### config.mk
export PLATFORM = sky130hd
export DESIGN_NAME = operand_loader_flat
export DESIGN_NICKNAME = d
export VERILOG_FILES = /design/src/rtl/operand_loader_pkg.sv /design/src/rtl/operand_loader_if.sv /design/src/rtl/operand_loader_lane_packer.sv /design/src/rtl/operand_loader.sv /design/src/flat_wrapper.sv
export SDC_FILE = /design/constraint.sdc
export NUM_CORES = 1
export LEC_CHECK = 0
export ABC_AREA = 1
export CAP_MARGIN = 10
export CELL_PAD_IN_SITES_DETAIL_PLACEMENT = 1
export CELL_PAD_IN_SITES_GLOBAL_PLACEMENT = 2
export CORE_UTILIZATION = 32
export CTS_CLUSTER_DIAMETER = 120
export DETAILED_ROUTE_END_ITERATION = 16
export PLACE_DENSITY = 0.78
export SYNTH_ARGS = -nofsm -noshare
export SYNTH_HDL_FRONTEND = slang
export SYNTH_SLANG_ARGS = --single-unit
### constraint.sdc
create_clock -name Clock -period 2.1 [get_ports Clock]
set_clock_uncertainty 0.1 [all_clocks]
set_input_delay 0.42 -clock Clock [delete_from_list [all_inputs] [get_ports Clock]]
set_output_delay 0.42 -clock Clock [all_outputs]
set_load 0.05 [all_outputs]
### src/rtl/operand_loader_pkg.sv
// Shared constants, state encoding and helpers for the
// operand_loader / dotProduct / result collector slice.
package operand_loader_pkg;

    localparam int DEF_DIM          = 10;
    localparam int DEF_A_DATA_WIDTH = 16;
    localparam int DEF_B_DATA_WIDTH = 16;

    typedef enum logic {
        FILL    = 1'b0,
        PENDING = 1'b1
    } state_t;

    function automatic int clog2(input int value);
        int r;
        r = 0;
        for (int i = 0; i < 31; i++) begin
            if ((1 << i) < value) r = i + 1;
        end
        return r;
    endfunction

endpackage

### src/rtl/operand_loader_if.sv
// Element-in / vector-out handshake bundle of operand_loader.
// master = upstream/downstream environment, slave = loader.
interface operand_loader_if
    import operand_loader_pkg::*;
#(
    parameter int DIM          = DEF_DIM,
    parameter int A_DATA_WIDTH = DEF_A_DATA_WIDTH,
    parameter int B_DATA_WIDTH = DEF_B_DATA_WIDTH
);
    logic                          InValid;
    logic                          InReady;
    logic [A_DATA_WIDTH-1:0]       InA;
    logic [B_DATA_WIDTH-1:0]       InB;
    logic                          InLast;
    logic [A_DATA_WIDTH*DIM-1:0]   A;
    logic [B_DATA_WIDTH*DIM-1:0]   B;
    logic                          OutValid;
    logic                          OutReady;
    logic                          Error;

    modport master (
        output InValid, InA, InB, InLast, OutReady,
        input  InReady, A, B, OutValid, Error
    );

    modport slave (
        input  InValid, InA, InB, InLast, OutReady,
        output InReady, A, B, OutValid, Error
    );

endinterface

### src/rtl/operand_loader_lane_packer.sv
// Fill buffer for one operand: writes element lanes by index,
// exposes the register and a write-through view of it.
module lane_packer
    import operand_loader_pkg::*;
#(
    parameter  int DIM   = DEF_DIM,
    parameter  int WIDTH = DEF_A_DATA_WIDTH,
    localparam int IDX_W = (clog2(DIM) < 1) ? 1 : clog2(DIM)
) (
    input  logic                 clk,
    input  logic                 rst_n,
    input  logic [IDX_W-1:0]     i_idx,
    input  logic [WIDTH-1:0]     i_data,
    input  logic                 i_we,
    input  logic                 i_clr,
    output logic [DIM*WIDTH-1:0] o_packed,
    output logic [DIM*WIDTH-1:0] o_next
);

    logic [DIM*WIDTH-1:0] r_packed;
    logic [DIM*WIDTH-1:0] w_next;

    always_comb begin
        w_next = r_packed;
        for (int k = 0; k < DIM; k++) begin
            if (i_we && i_idx == IDX_W'(k)) begin
                w_next[k*WIDTH +: WIDTH] = i_data;
            end
        end
    end

    // Clear wins over write: the completing element leaves via o_next.
    always_ff @(posedge clk or negedge rst_n) begin
        if (!rst_n) begin
            r_packed <= '0;
        end else if (i_clr) begin
            r_packed <= '0;
        end else begin
            r_packed <= w_next;
        end
    end

    assign o_packed = r_packed;
    assign o_next   = w_next;

endmodule

### src/rtl/operand_loader.sv
// Packs DIM (A,B) element beats into double-buffered operand
// vectors for dotProduct; holds one vector while filling the next.
module operand_loader
    import operand_loader_pkg::*;
#(
    parameter int DIM          = DEF_DIM,
    parameter int A_DATA_WIDTH = DEF_A_DATA_WIDTH,
    parameter int B_DATA_WIDTH = DEF_B_DATA_WIDTH
) (
    input  logic             Clock,
    input  logic             Reset_n,
    operand_loader_if.slave  bus
);

    localparam int CNT_W = (clog2(DIM) < 1) ? 1 : clog2(DIM);
    localparam logic [CNT_W-1:0] LAST_IDX = CNT_W'(DIM - 1);

    state_t                      r_state;
    logic [CNT_W-1:0]            r_count;
    logic [A_DATA_WIDTH*DIM-1:0] r_a;
    logic [B_DATA_WIDTH*DIM-1:0] r_b;
    logic                        r_out_valid;
    logic                        r_in_ready;
    logic                        r_error;

    logic                        w_accept;
    logic                        w_done;
    logic                        w_free;
    logic                        w_load;
    logic [A_DATA_WIDTH*DIM-1:0] w_fill_a;
    logic [B_DATA_WIDTH*DIM-1:0] w_fill_b;
    logic [A_DATA_WIDTH*DIM-1:0] w_next_a;
    logic [B_DATA_WIDTH*DIM-1:0] w_next_b;

    assign w_accept = bus.InValid && r_in_ready;
    assign w_done   = w_accept && (bus.InLast || r_count == LAST_IDX);
    assign w_free   = !r_out_valid || bus.OutReady;
    assign w_load   = (r_state == PENDING) ? w_free : (w_done && w_free);

    lane_packer #(.DIM(DIM), .WIDTH(A_DATA_WIDTH)) u_pack_a (
        .clk      (Clock),
        .rst_n    (Reset_n),
        .i_idx    (r_count),
        .i_data   (bus.InA),
        .i_we     (w_accept),
        .i_clr    (w_load),
        .o_packed (w_fill_a),
        .o_next   (w_next_a)
    );

    lane_packer #(.DIM(DIM), .WIDTH(B_DATA_WIDTH)) u_pack_b (
        .clk      (Clock),
        .rst_n    (Reset_n),
        .i_idx    (r_count),
        .i_data   (bus.InB),
        .i_we     (w_accept),
        .i_clr    (w_load),
        .o_packed (w_fill_b),
        .o_next   (w_next_b)
    );

    always_ff @(posedge Clock or negedge Reset_n) begin
        if (!Reset_n) begin
            r_state     <= FILL;
            r_in_ready  <= 1'b1;
            r_count     <= '0;
            r_a         <= '0;
            r_b         <= '0;
            r_out_valid <= 1'b0;
            r_error     <= 1'b0;
        end else begin
            if (w_accept) begin
                r_count <= w_done ? '0 : r_count + 1'b1;
            end
            if (w_done && !bus.InLast) begin
                r_error <= 1'b1;
            end
            // A held vector loads from the register; a fresh one
            // loads write-through so the last element lands this edge.
            if (w_load) begin
                r_a         <= (r_state == PENDING) ? w_fill_a : w_next_a;
                r_b         <= (r_state == PENDING) ? w_fill_b : w_next_b;
                r_out_valid <= 1'b1;
            end else if (bus.OutReady) begin
                r_out_valid <= 1'b0;
            end
            unique case (r_state)
                FILL: begin
                    if (w_done && !w_free) begin
                        r_state    <= PENDING;
                        r_in_ready <= 1'b0;
                    end
                end
                PENDING: begin
                    if (w_free) begin
                        r_state    <= FILL;
                        r_in_ready <= 1'b1;
                    end
                end
            endcase
        end
    end

    assign bus.InReady  = r_in_ready;
    assign bus.A        = r_a;
    assign bus.B        = r_b;
    assign bus.OutValid = r_out_valid;
    assign bus.Error    = r_error;

endmodule

### src/flat_wrapper.sv
// flat-port wrapper written by rule: the top's interface ports become plain ports
module operand_loader_flat import operand_loader_pkg::*;
#(
    parameter int DIM          = DEF_DIM,
    parameter int A_DATA_WIDTH = DEF_A_DATA_WIDTH,
    parameter int B_DATA_WIDTH = DEF_B_DATA_WIDTH
)
  (Clock, Reset_n, bus_InValid, bus_InA, bus_InB, bus_InLast, bus_OutReady, bus_InReady, bus_A, bus_B, bus_OutValid, bus_Error);
  operand_loader_if #(.DIM(DIM), .A_DATA_WIDTH(A_DATA_WIDTH), .B_DATA_WIDTH(B_DATA_WIDTH)) bus_i ();
  input  logic Clock;
  input  logic Reset_n;
  input wire logic [$bits(bus_i.InValid)-1:0] bus_InValid;
  input wire logic [$bits(bus_i.InA)-1:0] bus_InA;
  input wire logic [$bits(bus_i.InB)-1:0] bus_InB;
  input wire logic [$bits(bus_i.InLast)-1:0] bus_InLast;
  input wire logic [$bits(bus_i.OutReady)-1:0] bus_OutReady;
  output wire logic [$bits(bus_i.InReady)-1:0] bus_InReady;
  output wire logic [$bits(bus_i.A)-1:0] bus_A;
  output wire logic [$bits(bus_i.B)-1:0] bus_B;
  output wire logic [$bits(bus_i.OutValid)-1:0] bus_OutValid;
  output wire logic [$bits(bus_i.Error)-1:0] bus_Error;
  assign bus_i.InValid = bus_InValid;
  assign bus_i.InA = bus_InA;
  assign bus_i.InB = bus_InB;
  assign bus_i.InLast = bus_InLast;
  assign bus_i.OutReady = bus_OutReady;
  assign bus_InReady = bus_i.InReady;
  assign bus_A = bus_i.A;
  assign bus_B = bus_i.B;
  assign bus_OutValid = bus_i.OutValid;
  assign bus_Error = bus_i.Error;
  operand_loader #(.DIM(DIM), .A_DATA_WIDTH(A_DATA_WIDTH), .B_DATA_WIDTH(B_DATA_WIDTH)) u_core (.Clock(Clock), .Reset_n(Reset_n), .bus(bus_i));
endmodule
==> summary.md, run 1 <==
The run finished with clean final reports. In this design, the stage delay of the slowest critical-path cell is 530 ps. Measured along the x axis, the die boundary spans 318 um. Counting every sink on the clock net gives 648. At the end of routability-driven placement, the weighted congestion stood at 0.772. STA classifies the critical path endpoint as an output pin. The number of pins exceeding their max-slew limit in the final report is 0. The first global-routing pass estimated 191000 um of wire. The filler cells instantiated in the layout total 12100.

After synthesis, the mean cell area works out to 7.04 um^2. Net total in the final layout: 5132. The total via count after detailed routing is 31000. TritonCTS built the clock tree. Tracing the worst setup path back leads to its startpoint at u_core.bus.A[41]$_DFFE_PN0P_. In this run the vertical extent of the chip is 318 um. At the end of the flow the core is filled with cells to 43.7%. Among all stages on the critical path, the largest delay is contributed by sky130_fd_sc_hd__dlygate4sd2_1. After synthesis the netlist holds a flip-flop and latch count of 648. For this run, the total global-route usage over all layers was measured as 24.2%.

The tools report the I/O pin total as 360. Dividing the detail-routed wire length by the instance count gives 19.0 um. Sequential cells were found to cover 50.8% of the synthesized design area. The largest vdd supply drop was 0.00108 V; the maximum achievable frequency was 486 MHz.

The first-iteration detailed-routing DRC count came out at 1870. The total nets after synthesis came out at 4574. The remaining number of nets flagged by the antenna check after routing came out at 0. In this run, CTS created clock tree buffers numbering 78. Layout-stage area growth over the synthesis result: 34.8%. For the pin with the worst max-slew slack, the measured transition is 762 ps. Setup repair after global routing could not meet its margin everywhere. The synthesis warning total is 0. The total overflow left after global routing is 0. The signal on the critical path passes through dlygate4sd2_1. The clock passes through at most 3 buffers. Summed over all cells, the static leakage comes to 23.8 nW.

The tool flagged a number of max-cap violations equal to 0. Row generation in the floorplan step produced 115 rows. For this configuration, the core starts out at a cell density of 32.4%. Using the TritonRoute via totals, the vias-per-cell ratio works out to 4.82. The post-CTS clock slew at the launch and capture registers of the worst setup and hold paths was 60 ps; the total power divided by cell area was 1580 nW/um^2.

The number of global-route vias before repair was 31900. Summing every instance area after synthesis gives 31900 um^2. In this run the critical register-to-register path is launched from u_core.r_count[0]$_DFFE_PN0N_. After synthesis, the netlist uses 25 different library cells. The number of detailed-route iterations in the first pass was 5; the placed wire-length estimate after detailed placement was 79500 um. For the final routed database, the setup TNS stands at 0 ps.

The count of buffers added on input and output ports is 359. The part of the cycle the worst path needs is 98.1%, and the time the worst path needs with I/O delays and setup is 2060 ps. For this block, the routed nets add up to 122000 um of wire. The layout cell share with drive strength beyond 1 came out at 12.4%.

Count of buffer and inverter cells on the critical path: 1. The finished layout holds 6434 standard cells, fillers aside. The antenna diode count came out at 0.

In this run the clock root is driven by a sky130_fd_sc_hd__clkbuf_16. In this run the tightest slew margin relative to its limit is 49.2%. The path class of the tightest hold or removal check is in2async. Count of mapped cells out of synthesis: 4533.

The largest driver fanout on the critical path is 2, and the area of the core is 98600 um^2. Counting tap cells, the placed design contains a total of 6288 instances. For the worst setup path, the data required time is 1580 ps. The initial antenna violation count was 1; the pin count of the biggest net entering global routing was 129. Setup violations remaining at the end of the flow were counted as 0. Once placement finished, the instance area stood at 40300 um^2. The tools report the H-tree level count as 3. For the worst setup path, the data arrival time is 1540 ps. The post-route cell area came out at 43100 um^2.

The cell family contributing the most delay on the critical path is buffers and inverters. The die covers 101000 um^2. The worst setup path is of the reg2out kind. STA classifies the critical path startpoint as a flop.

At the later pin of the worst-skew pair, clock insertion delay measures 640 ps. The number of remaining DRC errors is 0. The run gives 0 as the final count of hold timing violations.
[routing by layer]
| metal | up-vias | share of wire, % | GRT usage [%] |
|---|---|---|---|
| li1 | 14900 | - | - |
| met1 | 15400 | 47 | 33.5 |
| met2 | 548 | 47 | 39.4 |
| met3 | 173 | 3.7 | 2.94 |
| met4 | 0 | 2.7 | 7.66 |
| met5 | - | 0 | 0 |
[cell usage after synthesis, drive strengths merged]
cell type	number	share of area (%)
dfrtp	647	51
nand2	2256	27
nand3	644	10
nor2	331	3.9
o21bai	1	0.024
xor2	1	0.027
clkinv	33	0.39
inv	334	3.9
a31oi	1	0.020
clkbuf	120	1.4
dfstp	1	0.082
ha	4	0.16
buf	155	2.6
nor3	2	0.031
a21oi	1	0.016
o21ai	2	0.031
[worst register-to-register path, cell delays in order, from the launching register on]
cell	delay, ps
sky130_fd_sc_hd__dfrtp_1	420
sky130_fd_sc_hd__inv_2	80
sky130_fd_sc_hd__ha_1	190
sky130_fd_sc_hd__inv_1	90
sky130_fd_sc_hd__nor2_4	50
sky130_fd_sc_hd__buf_12	150
sky130_fd_sc_hd__nand2_1	170
sky130_fd_sc_hd__buf_4	200
sky130_fd_sc_hd__nand2_1	80
sky130_fd_sc_hd__nand3_1	70
sky130_fd_sc_hd__nand2_1	80
sky130_fd_sc_hd__nand2_1	130
sky130_fd_sc_hd__nand2_1	70
[cells by family after synthesis]
group	count (synthesis)	share of synthesized area, %
adder cells (fa/ha/maj)	4	0.157
XOR/XNOR	1	0.0274
AND/OR/NAND/NOR	3233	40.6
AO/OA/AOI/OAI	5	0.0901
buffers and inverters	642	8.33
flip-flops	648	50.8
[report_power, final]
part	leakage (nW)	internal [mW]	switching, mW
sequential	8.69	17.7	3.34
clock	1.28	8.28	5.67
combinational	13.9	10.9	22.2
[metrics by stage]
| stage | power (mW) | setup slack, ps | hold WS [ps] |
|---|---|---|---|
| finish | 68.0 | 40.4 | 199 |
| global route | 72.6 | -22.8 | 196 |
| CTS | 68.5 | 0.0625 | 164 |
| detailed placement | 55.4 | -430 | 276 |
| global placement | 54.7 | -403 | 274 |
| floorplan | 41.4 | 58.5 | 24.4 |
[layout by cell type (no fill, tap or decap), drive strengths merged]
| master | count |
|---|---|
| dlygate4sd3 | 1 |
| nand2 | 2256 |
| bufinv | 4 |
| xor2 | 1 |
| inv | 335 |
| dlygate4sd2 | 112 |
| nand3 | 644 |
| nor2 | 331 |
| clkinv | 45 |
| o21bai | 1 |
| clkdlybuf4s15 | 170 |
| clkinvlp | 2 |
| a31oi | 1 |
| dfstp | 1 |
| ha | 4 |
| nor3 | 2 |
| o21ai | 2 |
| dfrtp | 647 |
| buf | 421 |
| clkbuf | 131 |
| a21oi | 1 |
| clkdlybuf4s50 | 35 |
[final cells by class]
| cell class | count | area (um^2) | area share [%] |
|---|---|---|---|
| clock buffers | 118 | 2390 | 5.54 |
| flip-flops and latches | 648 | 16200 | 37.7 |
| repair inverters | 1 | 11.3 | 0.0262 |
| inverters | 367 | 1410 | 3.28 |
| multi-input cells | 3243 | 13200 | 30.5 |
| clock inverters | 18 | 195 | 0.453 |
| repair buffers | 752 | 8070 | 18.7 |
| well taps | 1287 | 1610 | 3.74 |
[flip-flops by register name, summed over array words and instances, names as in the netlist, 4 cells and up]
register	count
u_core.bus.A	160
u_core.u_pack_a.o_packed	160
u_core.u_pack_b.o_packed	160
u_core.r_count	4
u_core.bus.B	160
[path summary, 6_finish.rpt]
check	endpoint	slack, ps	cells after the start
max in group asynchronous	u_core.u_pack_b.o_packed[128]$_DFF_PN0_	920	3
min	u_core.u_pack_b.o_packed[70]$_DFF_PN0_	200	2
min reg2reg	u_core.bus.B[35]$_DFFE_PN0P_	370	2
max reg2reg	u_core.bus.B[64]$_DFFE_PN0P_	90	12
min in group Clock	u_core.bus.B[35]$_DFFE_PN0P_	370	2
max	bus_A[41]	40	1
[what timing repair did]
item / in CTS / in global routing
resized for setup: 502 / 64
pin swaps: 0 / 4
buffers inserted: 0 / 4
endpoints found under the setup margin: 295 / 525
cloned: 0 / 5
hold buffers: 1 / 0
endpoints found under the hold margin: 303 / 0
Note: power is estimated with default switching activity, not from simulation.
==> inputs of run 2 (changes only) <==
Settings changed: SYNTH_HIERARCHICAL from default to 1.
==> run 2 against run 1 <==
Effect of this change: sequential cell count unchanged; routed wire length increased by 3.8%; global-route usage decreased by 0.31 points; non-clock buffer count increased by 56; critical path depth increased by 12; the flow now finishes with violations (negative setup slack).
==> summary.md, run 2 <==
The run finished, with violations left. The final reports fail on negative setup slack. The area of the mapped netlist was 33400 um^2 (+4.7%). The critical path required time is 2540 ps (+960 ps), and the number of synthesized flops with an enable pin is 0 (unchanged).

The pin count of the biggest net entering global routing is 118 (-8.5%). The final total power came out at 56.2 mW (-17%). The vertical die dimension is 325 um (+2.3%), and the clock sink count is 648 (unchanged). The effective utilization at floorplan was 32.3% (-0.091 points). In this run the clock root is driven by a sky130_fd_sc_hd__clkbuf_16. The tools report the setup slack at placement as -447 ps (-16.9 ps). Among all flip-flop cells after synthesis, the most frequent one is sky130_fd_sc_hd__dfrtp_1. Kind of capture point of the worst setup path: a flop. The logs give 0 (unchanged) for the number of pins exceeding their max-slew limit in the final report and 3 (+3) for the total setup violations reported at the end of the flow. The run gives 0.000754 V (-30%) as the largest vdd supply drop. The logs give 0 (unchanged) for the max-capacitance violation count and 0 (unchanged) for the remaining number of nets flagged by the antenna check after routing.

For the placed wire-length estimate after detailed placement, the log shows 82300 um (+3.5%). The net total in the final layout is 5521 (+7.6%), and the synthesis warning total is 6 (+6). The run gives 16200 um^2 (about the same) as the sequential cell area in the final layout. In the post-synthesis netlist, the cell with the most instances is sky130_fd_sc_hd__nand2_1.

Leaving out fill and tap cells, the most frequent cell in the layout is sky130_fd_sc_hd__nand2_1. The sum of routed wire length over all layers came out at 127000 um (+3.8%). The later-pin clock latency in the skew report is 660 ps (+20 ps), and the register bit count reported by yosys is 648 (unchanged). Setup repair after global routing could not meet its margin everywhere. TritonCTS built the clock tree. The tools report the total nets after synthesis as 4916 (+7.5%). The routed wire length per instance was 18.4 um (-3.6%).

The H-tree level count was 3 (unchanged). The tools report the overall global routing resource usage as 23.9% (-0.31 points). The critical path in this run is classified as reg2reg. The number of remaining DRC errors is 0 (unchanged).

The post-CTS clock slew at the launch and capture registers of the worst setup and hold paths came out at 60 ps (about the same). The share of Yosys cell area claimed by the top area cell type was 48.4% (-2.3 points). The total power divided by cell area came out at 1220 nW/um^2 (-23%). The layout cell share with drive strength beyond 1 is 16.5% (+4.1 points). The maximum achievable frequency is 473 MHz (-2.6%), and the number of CTS-inserted buffers is 81 (+3.8%). The top cell types in the final layout, fill and taps aside, are 2313 x sky130_fd_sc_hd__nand2_1, 645 x sky130_fd_sc_hd__dfrtp_1, 614 x sky130_fd_sc_hd__inv_1. The first-iteration detailed-routing DRC count is 1546 (-17%). The run gives 32200 (+3.9%) as the total via count after detailed routing. The count of mapped cells out of synthesis was 4877 (+7.6%); the area occupied by multi-input gates was 14100 um^2 (+7.2%). The initial antenna violation count was 1 (unchanged); the number of detailed-route iterations in the first pass was 7 (+2). Yosys attributes the largest share of cell area to sky130_fd_sc_hd__dfrtp_1 48%, sky130_fd_sc_hd__nand2_1 27%, sky130_fd_sc_hd__inv_1 6.9%. For the arrival time at the worst endpoint, the log shows 2560 ps (+1020 ps). The floorplan die width is 325 um (+2.3%).

The worst slew margin relative to its limit is 54.5% (+5.3 points), and the buffer depth of the longest clock path is 3 (unchanged). The tools report the kind of start point of the critical path as a flop. The time the worst path needs with I/O delays and setup came out at 2120 ps (+55.7 ps). Counting instances in the post-synthesis netlist gives the leading cell types as 2423 x sky130_fd_sc_hd__nand2_1, 647 x sky130_fd_sc_hd__dfrtp_1, 618 x sky130_fd_sc_hd__inv_1, 335 x sky130_fd_sc_hd__nor2_1, 327 x sky130_fd_sc_hd__nand3_1.

The logs give 0 (unchanged) for the final count of hold timing violations and 0 (unchanged) for the leftover overflow at the end of global routing. The I/O pin total was 360 (unchanged); the worst hold slack was 170 ps (-29.3 ps). The post-route worst setup slack is -15.3 ps (-55.7 ps). Largest driver fanout on the critical path: 16 (+14). The run gives 48.5% (-2.3 points) as the fraction of the yosys area taken by sequential cells. Leakage power: 27.1 nW (+14%).

The tightest min-delay check is of the in2async type. Number of global-route vias before repair: 33000 (+3.4%). First-pass GRT wire length: 198000 um (+3.4%). The share of flip-flops with an asynchronous set or reset after synthesis came out at 100% (unchanged).

Cell type with the largest total area after synthesis: sky130_fd_sc_hd__dfrtp_1. The number of port buffers was 359 (unchanged). The area of the core was 103000 um^2 (+5.0%); the filler cell count in the final layout was 12800 (+5.2%). The transition time at the pin with the least slew margin works out to 683 ps (-79.3 ps). The full die area is 106000 um^2 (+4.7%), and the synthesized area per cell is 6.86 um^2 (-2.7%). The area growth from synthesis to layout is 37.8%. The part of the cycle the worst path needs was 101% (+2.7 points); the site row count was 118 (+2.6%). The mean number of vias per cell is 4.65 (-3.5%). The run gives 26 (+4.0%) as the unique cell type count in the Yosys netlist.

The global placement routability congestion came out at 0.780 (+1.0%).
[run 2: changes by cell type after synthesis, sizes merged, moves of 2 or more]
cell / previous run / this run
o21bai: 1 / 33
clkinv: 33 / 35
nand3: 644 / 336
nand2: 2256 / 2430
ha: 4 / 2
inv: 334 / 625
nand4: 0 / 129
nor3: 2 / 0
nor2: 331 / 347
buf: 155 / 167
[run 2: worst paths after layout]
check | start | end | slack, ps | depth (start not counted)
max | u_core/bus.InReady$_DFFE_PN1P_ | u_core/bus.A[142]$_DFFE_PN0P_ | -20 | 13
min | Reset_n | u_core/bus.B[43]$_DFFE_PN0P_ | 170 | 2
max reg2reg | u_core/bus.InReady$_DFFE_PN1P_ | u_core/bus.A[142]$_DFFE_PN0P_ | -20 | 13
min reg2reg | u_core/bus.B[47]$_DFFE_PN0P_ | u_core/bus.B[47]$_DFFE_PN0P_ | 360 | 2
max in group asynchronous | Reset_n | u_core/u_pack_b/o_packed[19]$_DFF_PN0_ | 890 | 4
min in group Clock | u_core/bus.B[47]$_DFFE_PN0P_ | u_core/bus.B[47]$_DFFE_PN0P_ | 360 | 2
[run 2: area by class of cell]
type	count	area share [%]
flip-flops and latches	648	35.2
clock inverters	29	1.05
inverters	660	5.46
multi-input cells	3283	30.6
diodes	1	0.00543
repair buffers	808	18.7
well taps	1380	3.75
clock buffers	119	5.22
[run 2: power by group]
group / internal, mW / total [mW] / switching (mW)
sequential: 15.7 / 17.6 / 1.95
combinational: 7.56 / 23.2 / 15.6
clock: 9.52 / 15.3 / 5.80
[run 2: logic make-up (layout without fill, tap and decap cells)]
| family | after synthesis | after routing | share of synthesized area [%] |
|---|---|---|---|
| other | 0 | 1 | 0 |
| AOI/OAI and AO/OA | 38 | 38 | 0.820 |
| and+or+nand+nor | 3242 | 3242 | 39.0 |
| buffers and inverters | 946 | 1616 | 11.6 |
| xor gates and xnor gates | 1 | 1 | 0.0262 |
| DFF | 648 | 648 | 48.5 |
| adders and majority gates | 2 | 2 | 0.0748 |
[run 2: through the flow]
stage	area (um^2)	TNS, ps	cells	util [%]
finish	46100	-24.2	6928	44.5
global route	46100	-8300	6927	44.5
CTS	45300	-1.58	6913	43.8
detailed placement	42300	-205010	6761	40.9
global placement	42300	-190930	6761	40.9
floorplan	33900	-11960	4877	-
[run 2: routing by layer]
metal	vias to the layer above	wire length [um]	GRT usage, %
met3	157	4790	3.04
met5	-	0	0
met1	15800	58600	32.7
li1	15700	-	-
met2	548	60700	39.6
met4	0	3040	6.85
[run 2: critical path: stages, from the launching register on]
cell and delay (ps):
sky130_fd_sc_hd__dfstp_2 560, sky130_fd_sc_hd__nand2_4 100, sky130_fd_sc_hd__inv_8 100, sky130_fd_sc_hd__buf_12 140
sky130_fd_sc_hd__nand3_4 120, sky130_fd_sc_hd__nor2_4 120, sky130_fd_sc_hd__buf_12 160, sky130_fd_sc_hd__nand2_1 60
sky130_fd_sc_hd__nand2_1 100, sky130_fd_sc_hd__inv_1 50, sky130_fd_sc_hd__nand2_1 60, sky130_fd_sc_hd__nand2_1 40
sky130_fd_sc_hd__nand3_1 180, sky130_fd_sc_hd__nand2_1 90
[run 2: repair_timing]
action | CTS | global route
setup buffers | 1 | 9
hold endpoints to repair | 268 | 0
endpoints found under the setup margin | 341 | 260
hold buffers | 1 | 0
pin swaps | 1 | 27
gates resized for setup | 517 | 187
gates cloned | 2 | 5
